$ cat config.mk
export PLATFORM = sky130hd
export DESIGN_NAME = tt_um_cam_ol2
export DESIGN_NICKNAME = d
export VERILOG_FILES = /design/src/rtl/cam_pkg.sv /design/src/rtl/cam_prio_enc.sv /design/src/rtl/tt_um_cam_ol2.sv
export SDC_FILE = /design/constraint.sdc
export NUM_CORES = 1
export LEC_CHECK = 0
export CAP_MARGIN = 10
export CORE_MARGIN = 1
export CORE_UTILIZATION = 52
export DETAILED_ROUTE_END_ITERATION = 7
export GPL_TIMING_DRIVEN = 0
export PLACE_DENSITY = 0.76
export SLEW_MARGIN = 30
export SYNTH_ARGS = -nofsm -noshare
export SYNTH_HDL_FRONTEND = slang
export SYNTH_HIERARCHICAL = 1
export SYNTH_SLANG_ARGS = --single-unit
$ cat constraint.sdc
create_clock -name clk -period 1.6 [get_ports clk]
set_input_delay 0.32 -clock clk [delete_from_list [all_inputs] [get_ports clk]]
set_output_delay 0.32 -clock clk [all_outputs]
set_load 0.05 [all_outputs]
$ cat src/rtl/cam_pkg.sv
// Shared constants and types for the 8-entry CAM: sizes, opcodes,
// FSM encodings and uo_out bit positions.
package cam_pkg;
    localparam int ENTRIES = 8;
    localparam int KEY_W   = 8;
    localparam int IDX_W   = 3;

    localparam logic [1:0] OP_WRITE  = 2'b00;
    localparam logic [1:0] OP_INVAL  = 2'b01;
    localparam logic [1:0] OP_SEARCH = 2'b10;
    localparam logic [1:0] OP_CLEAR  = 2'b11;

    typedef enum logic [1:0] {
        ST_IDLE     = 2'd0,
        ST_SRCH_CMP = 2'd1,
        ST_SRCH_ENC = 2'd2,
        ST_SWEEP    = 2'd3
    } state_t;

    localparam int UO_IDX_LSB = 0;
    localparam int UO_HIT     = 3;
    localparam int UO_MULTI   = 4;
    localparam int UO_DONE    = 5;
    localparam int UO_BUSY    = 6;
    localparam int UO_DROPPED = 7;
endpackage

$ cat src/rtl/cam_prio_enc.sv
// Lowest-index priority encoder over the CAM match vector, with
// any-hit and two-or-more-hit flags.
module cam_prio_enc
    import cam_pkg::*;
(
    input  logic [ENTRIES-1:0] match_vec,
    output logic               hit,
    output logic               multi,
    output logic [IDX_W-1:0]   idx
);
    always_comb begin
        idx = '0;
        for (int i = ENTRIES - 1; i >= 0; i--) begin
            if (match_vec[i]) idx = IDX_W'(i);
        end
    end

    assign hit = |match_vec;
    // clearing the lowest set bit leaves something only if two or more were set
    assign multi = |(match_vec & (match_vec - ENTRIES'(1)));
endmodule

$ cat src/rtl/tt_um_cam_ol2.sv
// 8-entry x 8-bit CAM TinyTapeout wrapper: command edge detect, storage,
// search pipeline, sequential clear sweep and sticky drop flag.
//
// state       | meaning
// ST_IDLE     | waiting for a command; WRITE/INVAL complete here
// ST_SRCH_CMP | match vector registered, encoder result being captured
// ST_SRCH_ENC | search results and done presented
// ST_SWEEP    | clearing valid[sweep_cnt], one entry per cycle
module tt_um_cam_ol2
    import cam_pkg::*;
(
    input  logic [7:0] ui_in,
    output logic [7:0] uo_out,
    input  logic [7:0] uio_in,
    output logic [7:0] uio_out,
    output logic [7:0] uio_oe,
    input  logic       ena,
    input  logic       clk,
    input  logic       rst_n
);
    logic               rst_n_i;
    logic               cmd_prev;
    state_t             state, state_nxt;
    logic [KEY_W-1:0]   keys [ENTRIES];
    logic [ENTRIES-1:0] valid;
    logic [ENTRIES-1:0] match_now, match_q;
    logic [IDX_W-1:0]   sweep_cnt;
    logic               hit_q, multi_q, done_q, dropped_q;
    logic [IDX_W-1:0]   idx_q;
    logic               enc_hit, enc_multi;
    logic [IDX_W-1:0]   enc_idx;
    logic               busy, enc_load, sweep_en, rise, accept;
    logic [1:0]         op;
    logic [IDX_W-1:0]   cmd_idx;
    logic               unused;

    assign op      = ui_in[6:5];
    assign cmd_idx = ui_in[2:0];
    assign unused  = &{1'b0, ena, ui_in[4:3]};
    assign uio_out = '0;
    assign uio_oe  = '0;

    // gating acceptance on rst_n_i keeps the first post-reset edge inert
    assign rise   = ui_in[7] & ~cmd_prev;
    assign accept = rise & ~busy & rst_n_i;

    always_ff @(posedge clk or negedge rst_n) begin
        if (!rst_n) begin
            rst_n_i  <= 1'b0;
            cmd_prev <= 1'b0;
        end else begin
            rst_n_i  <= 1'b1;
            cmd_prev <= ui_in[7];
        end
    end

    always_ff @(posedge clk or negedge rst_n) begin
        if (!rst_n) state <= ST_IDLE;
        else        state <= state_nxt;
    end

    always_comb begin
        state_nxt = state;
        case (state)
            ST_IDLE: begin
                if (accept && op == OP_SEARCH)     state_nxt = ST_SRCH_CMP;
                else if (accept && op == OP_CLEAR) state_nxt = ST_SWEEP;
            end
            ST_SRCH_CMP: state_nxt = ST_SRCH_ENC;
            ST_SRCH_ENC: state_nxt = ST_IDLE;
            ST_SWEEP: begin
                if (sweep_cnt == IDX_W'(ENTRIES - 1)) state_nxt = ST_IDLE;
            end
            default: state_nxt = ST_IDLE;
        endcase
    end

    always_comb begin
        busy     = (state != ST_IDLE);
        enc_load = (state == ST_SRCH_CMP);
        sweep_en = (state == ST_SWEEP);
    end

    always_comb begin
        for (int i = 0; i < ENTRIES; i++) begin
            match_now[i] = valid[i] && (keys[i] == uio_in);
        end
    end

    cam_prio_enc u_enc (
        .match_vec (match_q),
        .hit       (enc_hit),
        .multi     (enc_multi),
        .idx       (enc_idx)
    );

    always_ff @(posedge clk or negedge rst_n) begin
        if (!rst_n) begin
            keys  <= '{default: '0};
            valid <= '0;
        end else begin
            if (accept && op == OP_WRITE) begin
                keys[cmd_idx]  <= uio_in;
                valid[cmd_idx] <= 1'b1;
            end
            if (accept && op == OP_INVAL) valid[cmd_idx] <= 1'b0;
            if (sweep_en) valid[sweep_cnt] <= 1'b0;
        end
    end

    always_ff @(posedge clk or negedge rst_n) begin
        if (!rst_n) begin
            match_q   <= '0;
            sweep_cnt <= '0;
            hit_q     <= 1'b0;
            multi_q   <= 1'b0;
            idx_q     <= '0;
            done_q    <= 1'b0;
            dropped_q <= 1'b0;
        end else begin
            // the snapshot is taken on the accepting edge, so no write can slip in
            if (accept && op == OP_SEARCH) match_q <= match_now;
            if (accept && op == OP_CLEAR) sweep_cnt <= '0;
            else if (sweep_en)             sweep_cnt <= sweep_cnt + IDX_W'(1);
            if (enc_load) begin
                hit_q   <= enc_hit;
                multi_q <= enc_multi;
                idx_q   <= enc_idx;
            end
            // the sweep's done lines up with its last clearing cycle
            done_q <= (accept && (op == OP_WRITE || op == OP_INVAL)) || enc_load ||
                      (sweep_en && sweep_cnt == IDX_W'(ENTRIES - 2));
            if (accept && op == OP_CLEAR) dropped_q <= 1'b0;
            else if (rise && busy)         dropped_q <= 1'b1;
        end
    end

    always_comb begin
        uo_out = '0;
        uo_out[UO_IDX_LSB +: IDX_W] = idx_q;
        uo_out[UO_HIT]     = hit_q;
        uo_out[UO_MULTI]   = multi_q;
        uo_out[UO_DONE]    = done_q;
        uo_out[UO_BUSY]    = busy;
        uo_out[UO_DROPPED] = dropped_q;
    end
endmodule

==> results of run 1 <==
-- power groups by stage --
| stage | sequential (uW) | clock [uW] | combinational, uW |
|---|---|---|---|
| after floorplan | 2730 | 0 | 685 |
| after global placement | 2760 | 0 | 865 |
| after detailed placement | 2770 | 0 | 898 |
| after CTS | 2730 | 1620 | 930 |
| after global routing | 2760 | 1720 | 1030 |
| final | 2730 | 1590 | 929 |
-- final cells by class --
cell class / count / area, um^2 / share of cell area [%]
Inverter: 5 / 18.8 / 0.319
Multi-Input combinational cell: 284 / 2580 / 43.9
Clock buffer: 12 / 155 / 2.64
Tap cell: 129 / 161 / 2.74
Timing Repair Buffer: 27 / 279 / 4.74
Sequential cell: 94 / 2350 / 40.0
Buffer: 41 / 288 / 4.89
Clock inverter: 3 / 43.8 / 0.745
-- sequential cells by signal, summed over array words and instances (netlist names) --
name / cells
idx_q: 3
hit_q: 1
state: 2
match_q: 8
done_q: 1
keys: 64
cmd_prev: 1
multi_q: 1
rst_n_i: 1
dropped_q: 1
sweep_cnt: 3
valid: 8
-- kinds of logic (layout without fill, tap and decap cells) --
family                     after synthesis  after routing
AOI/OAI and AO/OA                       32             32
xor gates and xnor gates                65             65
adders and majority gates                4              4
buffers and inverters                   47             88
DFF                                     94             94
muxes                                   75             75
other                                    2             17
and+or+nand+nor                         89             91
-- final timing paths --
kind / to / slack (ps)
max: keys[60] / -210
min: dropped_q / 380
max reg2reg: keys[60] / -210
min reg2reg: idx_q[0] / 510
max in group asynchronous: keys[19] / 610
min in group clk: cmd_prev / 470
-- cell usage after synthesis (2+ instances only) --
master,n,area [um^2]
conb_1,2,7.51
a21oi_1,11,55.1
nand4_1,13,81.3
buf_1,3,11.3
nor2_1,11,41.3
mux2i_1,6,60.1
nand2_4,4,45.0
mux2_1,3,33.8
buf_4,22,165
nor2b_1,4,25.0
nor3_1,13,65.1
clkbuf_1,15,56.3
xor2_1,56,490
buf_6,2,22.5
a22oi_1,2,15.0
nand2_1,14,52.6
a31oi_1,2,12.5
dfrtp_1,94,2350
nor4_1,8,50.1
inv_1,5,18.8
mux2_2,34,383
o21ai_0,10,50.1
and3_1,2,12.5
mux2_4,32,480
nand3_1,5,25.0
xnor2_1,9,78.8
nand2_8,4,80.1
ha_1,3,37.5
-- metal layers --
| metal | up-vias | wire length [um] |
|---|---|---|
| met1 | 1610 | 4760 |
| met5 | - | 0 |
| met4 | 0 | 222 |
| met2 | 72 | 5410 |
| met3 | 18 | 300 |
| li1 | 1480 | - |
-- what timing repair did --
item / 4_1_cts / 5_1_grt
endpoints found under the setup margin: 90 / 89
setup buffers: 7 / 2
pin swaps: 5 / 2
hold buffers: 1 / 0
resized for setup: 57 / 28
hold endpoints to repair: 22 / 0
gates cloned: 3 / 0
-- critical path, stage by stage (launching register included) --
cell,delay [ps]
dfrtp_2,450
nor4b_4,310
and4b_2,300
buf_12,180
nand2_8,100
mux2_4,350
-- through the flow --
stage | setup TNS, ps | area [um^2] | setup WS [ps] | power (uW)
finish | -10610 | 5880 | -205 | 5250
global route | -15340 | 5880 | -274 | 5510
CTS | -13530 | 5810 | -240 | 5280
detailed placement | -42130 | 5420 | -643 | 3670
global placement | -340020 | 5390 | -3510 | 3630
floorplan | -5480 | 5080 | -123 | 3410
==> flow_summary.ini, run 1 <==
[run_status]
outcome = finished, violations left
violations = setup timing

[clocking]
cts-buffers-inserted = 9
clk_pin_slew_ps = 80
cts_sinks = 94
cts_tree = done
insertion_delay_ps = 360
cts-root-buf = clkbuf_8
cts_buffer_depth = 2
htree_levels = 3

[floorplanning]
initial_core_util_pct = 53.9
dieHeight_um = 100
rows = 35
die-width_um = 100
core_area_um2 = 9280
die-area_um2 = 10000
num_io_pins = 43

[grt]
grtUsageMet1_pct = 30.1
busiest_layer = met2
met3_usage_pct = 3.55
grt_use_met2_pct = 39.7
grt_antenna_before_repair = 0
grt_pass1_vias = 3341
grt_max_degree = 73
grt-ovfl-total = 0
track_usage_pct = 23.4
grt_first_pass_wirelength_um = 17400

[sta]
clock_skew_ps = 8.94
min_period_ps = 1810
tightest_slew_ps = 668
period_share_pct = 113
slew_headroom_pct = 55.4
hold_violations = 0
max_freq_mhz = 554
rsz0062_at_grt = true
finalMaxSlewViolations = 0
setup_viol = 75
whs_ps = 378
layout_setup_ws_ps = -205

[power_and_ir_drop]
combPwrFrac_pct = 17.7
peakVddDrop_uv = 555
power_density_nw_per_um2 = 893
intPower_uw = 3780
switching_power_uw = 1480
pwr-share-seq_pct = 52.0
clock_power_share_pct = 30.3
power_leakage_uw = 0.00298
swShare_pct = 28.1

[route]
post_drt_wl_per_cell_um = 18.0
vias = 3180
drcViolationCount = 0
drt-initial-drc-count = 137
wl_um = 10700
drtAntennaViolNets = 0
viasPerCell = 5.34
drtPass1Iterations = 4

[layout]
nNetsFinal = 484
syn2layout_area_growth_pct = 17.6
final_common_cell = dfrtp_1
num_antenna_cells = 0
final_cell_mix = dfrtp_1, xor2_1, mux2_4
finalNonFillerCells = 595
drive_gt1_share_pct = 36.1
fin_util_pct = 63.4
fillers = 758

[synthesis]
synth_compound_area_share_pct = 4.13
synthMuxAreaShare_pct = 19.1
synth_simple_gate_area_share_pct = 11.7
synth_enable_flop_cells = 0
synth_xor_area_share_pct = 11.4
synthArstFlopShare_pct = 100
syn_area_per_cell_um2 = 12.3
synth_cell_type_count = 47
synth_top_family_by_area = multiplexers
yosys_register_bits = 94
synth_warnings = 6
yosys_most_used_dff = dfrtp_1
synth.yosys.seq_area_share_pct = 47.0
synthAdderAreaFrac_pct = 0.951
syn_inst = 408
synth_area_um2 = 5000

[setup_path]
path_class = flip-flop to flip-flop
reg2reg_from = state[0]
startpoint_type = flip-flop
path_max_fanout = 8
cp_data_arrival_time_ps = 2050
cp.required_ps = 1840
crit_path_end_kind = flip-flop
critical_path.startpoint = state[0]
reg2reg_depth = 5

[placed_design]
placed_cells = 568
place_congestion = 0.862
dp_hpwl_um = 7090
io_buffers = 15

[hold_path]
hold_class = input pin to async pin

[job]
drv_cap = 0
Note: power is estimated with default switching activity, not from simulation.
==> inputs of run 2 (changes only) <==
- CORE_MARGIN: 1 -> 3
- SETUP_SLACK_MARGIN: default -> 0.5
==> run 2 against run 1 <==
  * The flow still finishes with violations (setup timing)
  * Via count is 0.28% lower
  * Critical path depth did not move
  * Wire length fell by 2.1%
  * Count of clock-buffer cells in the layout decreased by 3
  * Register-to-register slack got worse by 20 ps
  * Clock skew rose by 0.71 ps
  * Clock power barely moved
  * Critical path type unchanged
==> flow_summary.ini, run 2 (synthesis results as in run 1) <==
[setup_path]
slowest_delay_ps = 470
cp.required_ps = 1860
crit_chain = nor4b_4 -> and4b_1 -> buf_8 -> nand2_8 -> mux2_4
cp_data_arrival_time_ps = 2090
path_class = flip-flop to flip-flop
critical_path_buf_inv_count = 1
path_max_fanout = 8
critical-path-top-delay-family = simple AND/OR/NAND/NOR gates
cpMaxStageDelayCell = dfrtp_2
startpoint_type = flip-flop
crit_path_end_kind = flip-flop

[grt]
grt_max_degree = 65
track_usage_pct = 19.8
grt_pass1_vias = 3181
grt_antenna_before_repair = 0
grt_first_pass_wirelength_um = 16900
grt-ovfl-total = 0

[run_status]
violations = setup timing
outcome = finished, violations left

[clocking]
cts_sinks = 94
clk_pin_slew_ps = 90
cts_tree = done
cts-root-buf = clkbuf_8
cts-buffers-inserted = 9
insertion_delay_ps = 370
htree_levels = 3
cts_buffer_depth = 2

[sta]
min_period_ps = 1830
period_share_pct = 114
setup_viol = 81
finalMaxSlewViolations = 0
slew_headroom_pct = 62.2
hold_violations = 0
layout_setup_ws_ps = -229
clock_skew_ps = 9.64
setup_tns_ps = -13850
tightest_slew_ps = 553
rsz0062_at_grt = true
max_freq_mhz = 547

[placed_design]
dpl_cell_area_um2 = 5480
dp_hpwl_um = 7090
io_buffers = 15
place_congestion = 0.771
placed_cells = 568

[layout]
syn2layout_area_growth_pct = 22.9
drive_gt1_share_pct = 42.0
finalNonFillerCells = 608
top_regs = keys x64, match_q x8, valid x8
nNetsFinal = 498
final_common_cell = dfrtp_1
regArea_um2 = 2350
fin_util_pct = 66.2
fillers = 698
top_register = keys
num_antenna_cells = 0
multi_input_area_um2 = 2660
fin_area_um2 = 6140
largest_reg_flops = 64
final_cell_mix = dfrtp_1, xor2_1, mux2_4

[floorplanning]
rows = 35
dieHeight_um = 104
num_io_pins = 43
die-width_um = 104
initial_core_util_pct = 53.9
die-area_um2 = 10800
core_area_um2 = 9280

[route]
post_drt_wl_per_cell_um = 17.2
vias = 3171
drtPass1Iterations = 4
drcViolationCount = 0
drtAntennaViolNets = 0
viasPerCell = 5.22
wl_um = 10500
drt-initial-drc-count = 173

[power_and_ir_drop]
peakVddDrop_uv = 732
power_leakage_uw = 0.00307
power_density_nw_per_um2 = 870

[job]
drv_cap = 0

[hold_path]
hold_class = input pin to async pin
[run 2: changes by cell type in the layout (fill, tap and decap cells not counted), sizes merged]
cell	delta
clkinvlp	+3
clkbuf	-5
nand2	-2
clkinv	-2
clkdlybuf4s15	-5
dlygate4sd2	-2
inv	+1
buf	+25
[run 2: cell type report]
class / instances / share of cell area (%)
Inverter: 5 / 0.305
Buffer: 42 / 5.17
Timing Repair Buffer: 42 / 7.27
Multi-Input combinational cell: 282 / 43.3
Clock buffer: 9 / 2.02
Sequential cell: 94 / 38.3
Clock inverter: 5 / 0.998
Tap cell: 129 / 2.63
[run 2: path summary, 6_finish.rpt]
kind / start / to / slack [ps] / cells past startpoint
max: state[1] / keys[56] / -230 / 5
min: rst_n / dropped_q / 380 / 2
max reg2reg: state[1] / keys[56] / -230 / 5
min reg2reg: keys[43] / keys[43] / 530 / 1
max in group asynchronous: rst_n / keys[44] / 620 / 3
min in group clk: ui_in[7] / cmd_prev / 480 / 1
[run 2: metrics by stage]
step,total power [uW],setup slack [ps],hold WS [ps]
3_3_place_gp,3640,-3530,490
6_report,5340,-229,381
5_1_grt,5580,-330,411
4_1_cts,5300,-252,397
2_1_floorplan,3430,-123,24.4
3_5_place_dp,3680,-609,219
[run 2: where the power goes]
part	switching (uW)	internal, uW
sequential	169	2560
clock	866	711
combinational	548	488
total	1580	3760
[run 2: timing repair]
action	4_1_cts	5_1_grt
gates resized for setup	94	37
pin swaps	7	5
buffers inserted	14	10
endpoints found under the setup margin	100	100
cloned	1	0
hold endpoints to repair	30	0
hold buffers	1	0
[run 2: routing by layer]
layer,wire (um),track usage [%]
met1,4820,26.2
met2,5080,32.2
met3,368,4.03
met4,208,7.31
met5,0,0
